## src/rtl/ntt_pkg.sv

```systemverilog
// Shared types and helpers for the NTT address/control stage.
// Holds the FSM state encoding, the CLOG2 helper macro and a bit-reverse
// function used when BITREV_OUT_EN puts the final stage in natural order.

`ifndef CLOG2
`define CLOG2(x) $clog2(x)
`endif

package ntt_pkg;

    typedef enum logic [1:0] {
        S_IDLE  = 2'd0,
        S_READ  = 2'd1,
        S_DRAIN = 2'd2,
        S_DONE  = 2'd3
    } state_e;

    localparam int BR_W = 32;

    // Reverses the low w bits of v; bits at and above w come back 0.
    function automatic logic [BR_W-1:0] bitrev(
        input logic [BR_W-1:0] v,
        input int              w
    );
        logic [BR_W-1:0] r;
        r = '0;
        for (int i = 0; i < BR_W; i++) begin
            if (i < w) r[i] = v[w-1-i];
        end
        return r;
    endfunction

endpackage

```

## src/rtl/ntt_wr_delay.sv

```systemverilog
// Fixed-depth valid+data pipeline that realigns read-side information
// with butterfly results.
// Ports: clk, rst_n (async active-low), vld_i/dat_i in, vld_o/dat_o out
// exactly DLY cycles later. DLY must be >= 1.

module ntt_wr_delay
    import ntt_pkg::*;
#(
    parameter int DLY = 1,
    parameter int DW  = 8
) (
    input  logic          clk,
    input  logic          rst_n,
    input  logic          vld_i,
    input  logic [DW-1:0] dat_i,
    output logic          vld_o,
    output logic [DW-1:0] dat_o
);

    logic [DLY-1:0] vld_q;
    logic [DW-1:0]  dat_q [DLY];

    always_ff @(posedge clk or negedge rst_n) begin
        if (!rst_n) begin
            vld_q <= '0;
            for (int i = 0; i < DLY; i++) begin
                dat_q[i] <= '0;
            end
        end else begin
            vld_q[0] <= vld_i;
            dat_q[0] <= dat_i;
            for (int i = 1; i < DLY; i++) begin
                vld_q[i] <= vld_q[i-1];
                dat_q[i] <= dat_q[i-1];
            end
        end
    end

    assign vld_o = vld_q[DLY-1];
    assign dat_o = dat_q[DLY-1];

endmodule

```

## src/rtl/ntt_addr_gen.sv

```systemverilog
// Stage sequencer and address generator for an in-place radix-2
// Gentleman-Sande NTT over two ping-pong banks, one butterfly per cycle.
// Ports: clk, rst_n (async active-low), start in; busy, done, rd_en,
// rd_addr_a/b, tw_idx, wr_en, wr_addr_a/b, src_bank, stage out.
// Build option: BITREV_OUT_EN bit-reverses last-stage write addresses
// so the result lands in natural order.

module ntt_addr_gen
    import ntt_pkg::*;
#(
    parameter int N      = 64,
    parameter int BF_LAT = 4,
    parameter int AW     = `CLOG2(N),
    parameter int SW     = `CLOG2(`CLOG2(N))
) (
    input  logic          clk,
    input  logic          rst_n,
    input  logic          start,
    output logic          busy,
    output logic          done,
    output logic          rd_en,
    output logic [AW-1:0] rd_addr_a,
    output logic [AW-1:0] rd_addr_b,
    output logic [AW-2:0] tw_idx,
    output logic          wr_en,
    output logic [AW-1:0] wr_addr_a,
    output logic [AW-1:0] wr_addr_b,
    output logic          src_bank,
    output logic [SW-1:0] stage
);

    localparam int L      = AW;
    localparam int WR_DLY = 1 + BF_LAT;
    localparam int HALF_N = N / 2;
    localparam int CW     = $clog2(WR_DLY + 1);

    typedef struct packed {
        logic [AW-1:0] a;
        logic [AW-1:0] b;
        logic [AW-2:0] tw;
    } rd_t;

    // half = 2^(L-1-s), so group*2*half is k with its low
    // offset bits cleared, shifted up by one.
    function automatic rd_t bfly(
        input logic [SW-1:0] s,
        input logic [AW-2:0] k
    );
        rd_t           r;
        logic [AW-1:0] half;
        logic [AW-1:0] msk;
        logic [AW-1:0] kk;
        half = AW'(HALF_N) >> s;
        msk  = half - 1'b1;
        kk   = {1'b0, k};
        r.a  = ((kk & ~msk) << 1) | (kk & msk);
        r.b  = r.a + half;
        r.tw = (AW-1)'((kk & msk) << s);
        return r;
    endfunction

    state_e        state_q;
    logic [SW-1:0] stage_q;
    logic [AW-2:0] k_q;
    logic [CW-1:0] cnt_q;
    logic          src_q;
    logic          busy_q;
    logic          done_q;
    logic          rd_en_q;
    rd_t           rd_q;

    always_ff @(posedge clk or negedge rst_n) begin
        if (!rst_n) begin
            state_q <= S_IDLE;
            stage_q <= '0;
            k_q     <= '0;
            cnt_q   <= '0;
            src_q   <= 1'b0;
            busy_q  <= 1'b0;
            done_q  <= 1'b0;
            rd_en_q <= 1'b0;
            rd_q    <= '0;
        end else begin
            done_q <= 1'b0;
            unique case (state_q)
                S_IDLE: begin
                    if (start) begin
                        state_q <= S_READ;
                        stage_q <= '0;
                        k_q     <= '0;
                        src_q   <= 1'b0;
                        busy_q  <= 1'b1;
                        rd_en_q <= 1'b1;
                        rd_q    <= bfly('0, '0);
                    end
                end
                S_READ: begin
                    if (k_q == (AW-1)'(HALF_N - 1)) begin
                        state_q <= S_DRAIN;
                        cnt_q   <= CW'(WR_DLY - 1);
                        rd_en_q <= 1'b0;
                    end else begin
                        k_q  <= k_q + 1'b1;
                        rd_q <= bfly(stage_q, k_q + 1'b1);
                    end
                end
                S_DRAIN: begin
                    if (cnt_q != '0) begin
                        cnt_q <= cnt_q - 1'b1;
                    end else if (stage_q == SW'(L - 1)) begin
                        state_q <= S_DONE;
                        done_q  <= 1'b1;
                        busy_q  <= 1'b0;
                    end else begin
                        state_q <= S_READ;
                        stage_q <= stage_q + 1'b1;
                        src_q   <= ~src_q;
                        k_q     <= '0;
                        rd_en_q <= 1'b1;
                        rd_q    <= bfly(stage_q + 1'b1, '0);
                    end
                end
                S_DONE: begin
                    state_q <= S_IDLE;
                end
                default: begin
                    state_q <= S_IDLE;
                end
            endcase
        end
    end

    assign busy      = busy_q;
    assign done      = done_q;
    assign rd_en     = rd_en_q;
    assign rd_addr_a = rd_q.a;
    assign rd_addr_b = rd_q.b;
    assign tw_idx    = rd_q.tw;
    assign src_bank  = src_q;
    assign stage     = stage_q;

    logic [2*AW-1:0] dly_dat;
    logic [AW-1:0]   dly_a;
    logic [AW-1:0]   dly_b;

    ntt_wr_delay #(
        .DLY (WR_DLY),
        .DW  (2 * AW)
    ) u_wr_delay (
        .clk   (clk),
        .rst_n (rst_n),
        .vld_i (rd_en_q),
        .dat_i ({rd_q.a, rd_q.b}),
        .vld_o (wr_en),
        .dat_o (dly_dat)
    );

    assign dly_a = dly_dat[2*AW-1:AW];
    assign dly_b = dly_dat[AW-1:0];

`ifdef BITREV_OUT_EN
    // Stage only advances after the pipe drains, so stage_q still
    // names the stage whose results are being written.
    logic last_stage;
    assign last_stage = (stage_q == SW'(L - 1));
    assign wr_addr_a  = last_stage ?
                        AW'(bitrev(BR_W'(dly_a), AW)) : dly_a;
    assign wr_addr_b  = last_stage ?
                        AW'(bitrev(BR_W'(dly_b), AW)) : dly_b;
`else
    assign wr_addr_a = dly_a;
    assign wr_addr_b = dly_b;
`endif

endmodule

```

## config.mk

```make
export PLATFORM = sky130hd
export DESIGN_NAME = ntt_addr_gen
export DESIGN_NICKNAME = d
export VERILOG_FILES = /design/src/rtl/ntt_pkg.sv /design/src/rtl/ntt_wr_delay.sv /design/src/rtl/ntt_addr_gen.sv
export SDC_FILE = /design/constraint.sdc
export NUM_CORES = 1
export LEC_CHECK = 0
export ABC_AREA = 1
export CAP_MARGIN = 20
export CORE_AREA = 2 2 103 105
export CTS_CLUSTER_DIAMETER = 80
export CTS_CLUSTER_SIZE = 10
export DETAILED_ROUTE_END_ITERATION = 6
export DIE_AREA = 0 0 105 107
export GPL_TIMING_DRIVEN = 0
export SLEW_MARGIN = 25
export SYNTH_ARGS = -nofsm -noshare
export SYNTH_HDL_FRONTEND = slang
export SYNTH_HIERARCHICAL = 1
export SYNTH_SLANG_ARGS = --single-unit
```

## constraint.sdc

```tcl
create_clock -name clk -period 3.2 [get_ports clk]
set_input_delay 0.64 -clock clk [delete_from_list [all_inputs] [get_ports clk]]
set_output_delay 0.64 -clock clk [all_outputs]
set_load 0.05 [all_outputs]
```

==> flow_summary.toml <==
[drt]
detailroute.via_count = 2442
mean_routed_wirelength_per_cell_um = 12.83
length_of_the_first_detailed_routing_pass_in_iterations = 4
drc_markers = 0
totalWireLength_mm = 6.956
ant_nets = 0
drt_iter0_drc = 102
average_vias_per_placed_instance = 4.506

[placement]
place_hpwl_mm = 4.955
portBuffers = 39
place_congestion = 0.8203
numPlacedInstances = 524

[finish]
fraction_of_layout_cells_with_a_size_suffix_above_1_pct = 16.26
synthToLayoutAreaGrowth_pct = 20.92
insertedDiodeCount = 0
finalNetCount = 427
nFillCells = 970
layout.cells.non_filler = 542

[run_status]
run_status = "finished clean"

[pwr]
clock_share_of_power_pct = 18.5
internal_w = 0.002502
max_rail_drop_vdd_mv = 0.4804
switching_share_of_power_pct = 43.25
power_share_of_the_sequential_group_pct = 38.3
net-switching-power_w = 0.001907
total_leakage_power_nw = 2.393
power_density_mw_per_mm2 = 913.7
comb_power_share_pct = 43.2

[clock_tree]
tritoncts_num_sinks = 99
cts-buffers-inserted = 9
cts.root.buffer_cell = "sky130_fd_sc_hd__clkbuf_8"
tritoncts_clock_tree = "done"
post_cts_hold_buffer_count = 0
cts_htree_levels = 3
cts_buffer_depth = 2
clk-insertion-delay-late_ps = 370
clk_pin_slew_ps = 110

[timing]
final_min_period_over_clock_period_pct = 91.45
rsz_0062_raised_after_global_routing = "no"
finalHoldWorstSlack_ps = 159.1
finalClockSkew_ps = 9.548
max_clock_freq_mhz = 341.7
setup-tns-final_ps = 0
max_slew.worst_pin.slew_ps = 529.3
final.min_clock_period_ps = 2926
finalHoldViolations = 0
report.final.setup_viol = 0
slew_headroom_pct = 64.60
final_max_slew_viol_count = 0

[global_routing]
groute.usage.overall_pct = 13.59
largest_net_degree_at_the_start_of_global_routing = 60
antenna_found_initial = 0
grt_use_met2_pct = 21.29
grt_first_pass_wirelength_mm = 11.81
grt_overflow_total = 0
grt-busiest-layer = "met2"
via_count_of_the_first_global_routing_pass = 2388
met3_usage_pct = 4.073
gr_layer_usage_met1_pct = 18.40

[yosys]
largest_family_of_logic_cells_by_synthesized_area = "simple AND/OR/NAND/NOR gates"
synthesis.area_sq_mm = 0.003990
syn-num-nets = 374
ys_async_sr_fraction_pct = 100.0
synth_simple_gate_area_share_pct = 14.39
synth.avg_cell_area_sq_um = 11.47
synth_cells = 348
postSynth.topFlopCell = "sky130_fd_sc_hd__dfrtp_1"
synth_compound_area_share_pct = 7.996
synth_sequential_area_ratio_pct = 62.09
ys_seq_elements = 99
ys_types = 45
synth_edf_count = 0
fraction_of_the_mapped_netlist_area_in_adder_cells_pct = 7.400
synthXorXnorAreaFrac_pct = 1.098
post_synth_mux_area_share_pct = 0.2509
synthesis.yosys.warnings = 6

[die]
floorplan.die.width_um = 105
placementRows = 37
io_pins = 40
placeableCoreArea_sq_mm = 0.01009
dieHeight_um = 107
starting_density_of_the_core_pct = 39.54
design.die.area_sq_mm = 0.01124

[critical_path]
worst-setup-path-type = "flop to flop"
ff2ff_path_depth = 13
reg2reg_from = "stage[1]"
r2r_setup_slack_ps = 270
endpoint_kind = "flop"
worstReg2RegEnd = "rd_addr_b[3]"
critPathRequiredTime_ps = 3470
worst_ep_arrival_time_ps = 3200
crit_fanout = 11
critical_path.startpoint_type = "flop"

[run]
max_cap_viol_count = 0

[hold_path]
hp-class = "input pin to async pin"
==> timing repair <==
action / in CTS / in global routing
hold endpoints to repair: 0 / 0
gates resized for setup: 0 / 6
setup endpoints to repair: 3 / 4
buffers inserted: 0 / 3
==> power by group through the flow <==
| stage | Combinational, W | Sequential (W) | Clock (W) |
|---|---|---|---|
| after floorplan | 0.00115 | 0.00192 | 0 |
| after global placement | 0.00186 | 0.00171 | 0 |
| after detailed placement | 0.00189 | 0.00172 | 0 |
| after CTS | 0.00189 | 0.00170 | 0.000850 |
| after global routing | 0.00210 | 0.00173 | 0.000900 |
| final | 0.00191 | 0.00169 | 0.000816 |
==> flip-flops by register name, summed over array words and instances (netlist names) <==
name,count
done,1
u_wr_delay/dat_q,48
src_bank,1
rd_en,1
u_wr_delay/vld_q,5
rd_addr_a,6
stage,3
u_wr_delay/dat_o,12
rd_addr_b,6
cnt_q,3
busy,1
tw_idx,5
k_q,5
state_q,2
==> worst max-delay path, stage by stage (launching register included) <==
cell,delay [ps]
sky130_fd_sc_hd__dfrtp_2,500
sky130_fd_sc_hd__inv_2,140
sky130_fd_sc_hd__ha_1,260
sky130_fd_sc_hd__nand2_2,130
sky130_fd_sc_hd__ha_1,240
sky130_fd_sc_hd__xor2_1,170
sky130_fd_sc_hd__nand2_1,110
sky130_fd_sc_hd__nand2_1,100
sky130_fd_sc_hd__ha_1,340
sky130_fd_sc_hd__a21oi_1,220
sky130_fd_sc_hd__inv_1,80
sky130_fd_sc_hd__or2_2,270
sky130_fd_sc_hd__a32oi_1,180
sky130_fd_sc_hd__o21ai_1,80
==> stage by stage <==
step | utilization, % | setup WS (ps) | power [W] | area, sq um
2_1_floorplan | - | 90.69 | 0.003065 | 3990
3_3_place_gp | 45.09 | -2065 | 0.003569 | 4551
3_5_place_dp | 45.38 | -44.46 | 0.003611 | 4579
4_1_cts | 47.47 | 42.69 | 0.004441 | 4791
5_1_grt | 47.81 | 17.24 | 0.004729 | 4825
6_report | 47.81 | 273.7 | 0.004408 | 4825
==> final cells by class <==
type                       count  area (sq um)  share of cell area (%)
inverter                      37         145.1                   3.008
multi-input combinational    195          1251                   25.93
buffer                        16         121.4                   2.516
clock inverter                 7         91.34                   1.893
timing repair buffer          43         441.7                   9.155
sequential                    99          2480                   51.40
clock buffer                   9         123.9                   2.567
tap                          136         170.2                   3.527
==> per-layer routing <==
layer / share of wire, % / wire [um] / up-vias
met3: 4.3 / 302 / 6
met5: 0 / 0 / -
met1: 46 / 3221 / 1163
met2: 48 / 3347 / 57
met4: 1.2 / 85 / 0
li1: - / - / 1216
==> cells in the mapped netlist (2+ instances only) <==
master	count	area share, %
sky130_fd_sc_hd__dfrtp_1	99	62
sky130_fd_sc_hd__o21ai_1	3	0.38
sky130_fd_sc_hd__nand4_1	2	0.31
sky130_fd_sc_hd__nand2_4	5	1.4
sky130_fd_sc_hd__nand3_1	19	2.4
sky130_fd_sc_hd__inv_1	33	3.1
sky130_fd_sc_hd__ha_1	22	6.9
sky130_fd_sc_hd__nor2_2	2	0.31
sky130_fd_sc_hd__o21ai_0	23	2.9
sky130_fd_sc_hd__nand2_1	60	5.6
sky130_fd_sc_hd__a22o_1	2	0.44
sky130_fd_sc_hd__nand2_2	3	0.47
sky130_fd_sc_hd__o21bai_1	3	0.56
sky130_fd_sc_hd__buf_4	14	2.6
sky130_fd_sc_hd__nor2_1	14	1.3
sky130_fd_sc_hd__a21oi_1	8	1.0
sky130_fd_sc_hd__inv_2	3	0.28
sky130_fd_sc_hd__nor2_8	2	1.0
sky130_fd_sc_hd__xor2_1	5	1.1
==> cells by family (layout without fill, tap and decap cells) <==
logic type | count (synthesis) | in the layout
AND/OR/NAND/NOR | 114 | 114
flip-flops | 99 | 99
buffers and inverters | 54 | 112
AO/OA/AOI/OAI | 51 | 51
adder cells (fa/ha/maj) | 23 | 23
XOR/XNOR | 5 | 5
other | 1 | 1
multiplexers | 1 | 1
==> cell usage in the layout, fill, tap and decap left out, drive strengths merged, types with 2 or more instances in the layout <==
cell / netlist / routed
nor2: 18 / 18
a22o: 2 / 2
buf: 16 / 21
a21oi: 8 / 8
o21bai: 3 / 3
or2: 2 / 2
nand3: 20 / 20
nand2: 69 / 69
dfrtp: 99 / 99
o21ai: 27 / 27
clkbuf: 1 / 9
inv: 37 / 40
clkdlybuf4s50: 0 / 38
nand4: 2 / 2
clkinv: 0 / 3
xor2: 5 / 5
ha: 22 / 22
==> worst max-delay path by stage <==
stage / from / to / slack, ps / cells after the start
after floorplan: stage[0] / rd_addr_b[3] / 90 / 14
after global placement: rst_n / u_wr_delay/dat_o[2] / -2070 / 1
after detailed placement: stage[0] / rd_addr_b[3] / -40 / 14
after CTS: stage[0] / rd_addr_b[4] / 40 / 14
after global routing: stage[1] / rd_addr_b[4] / 20 / 14
final: stage[1] / rd_addr_b[3] / 270 / 13
Power figures use the tool's default switching activity.
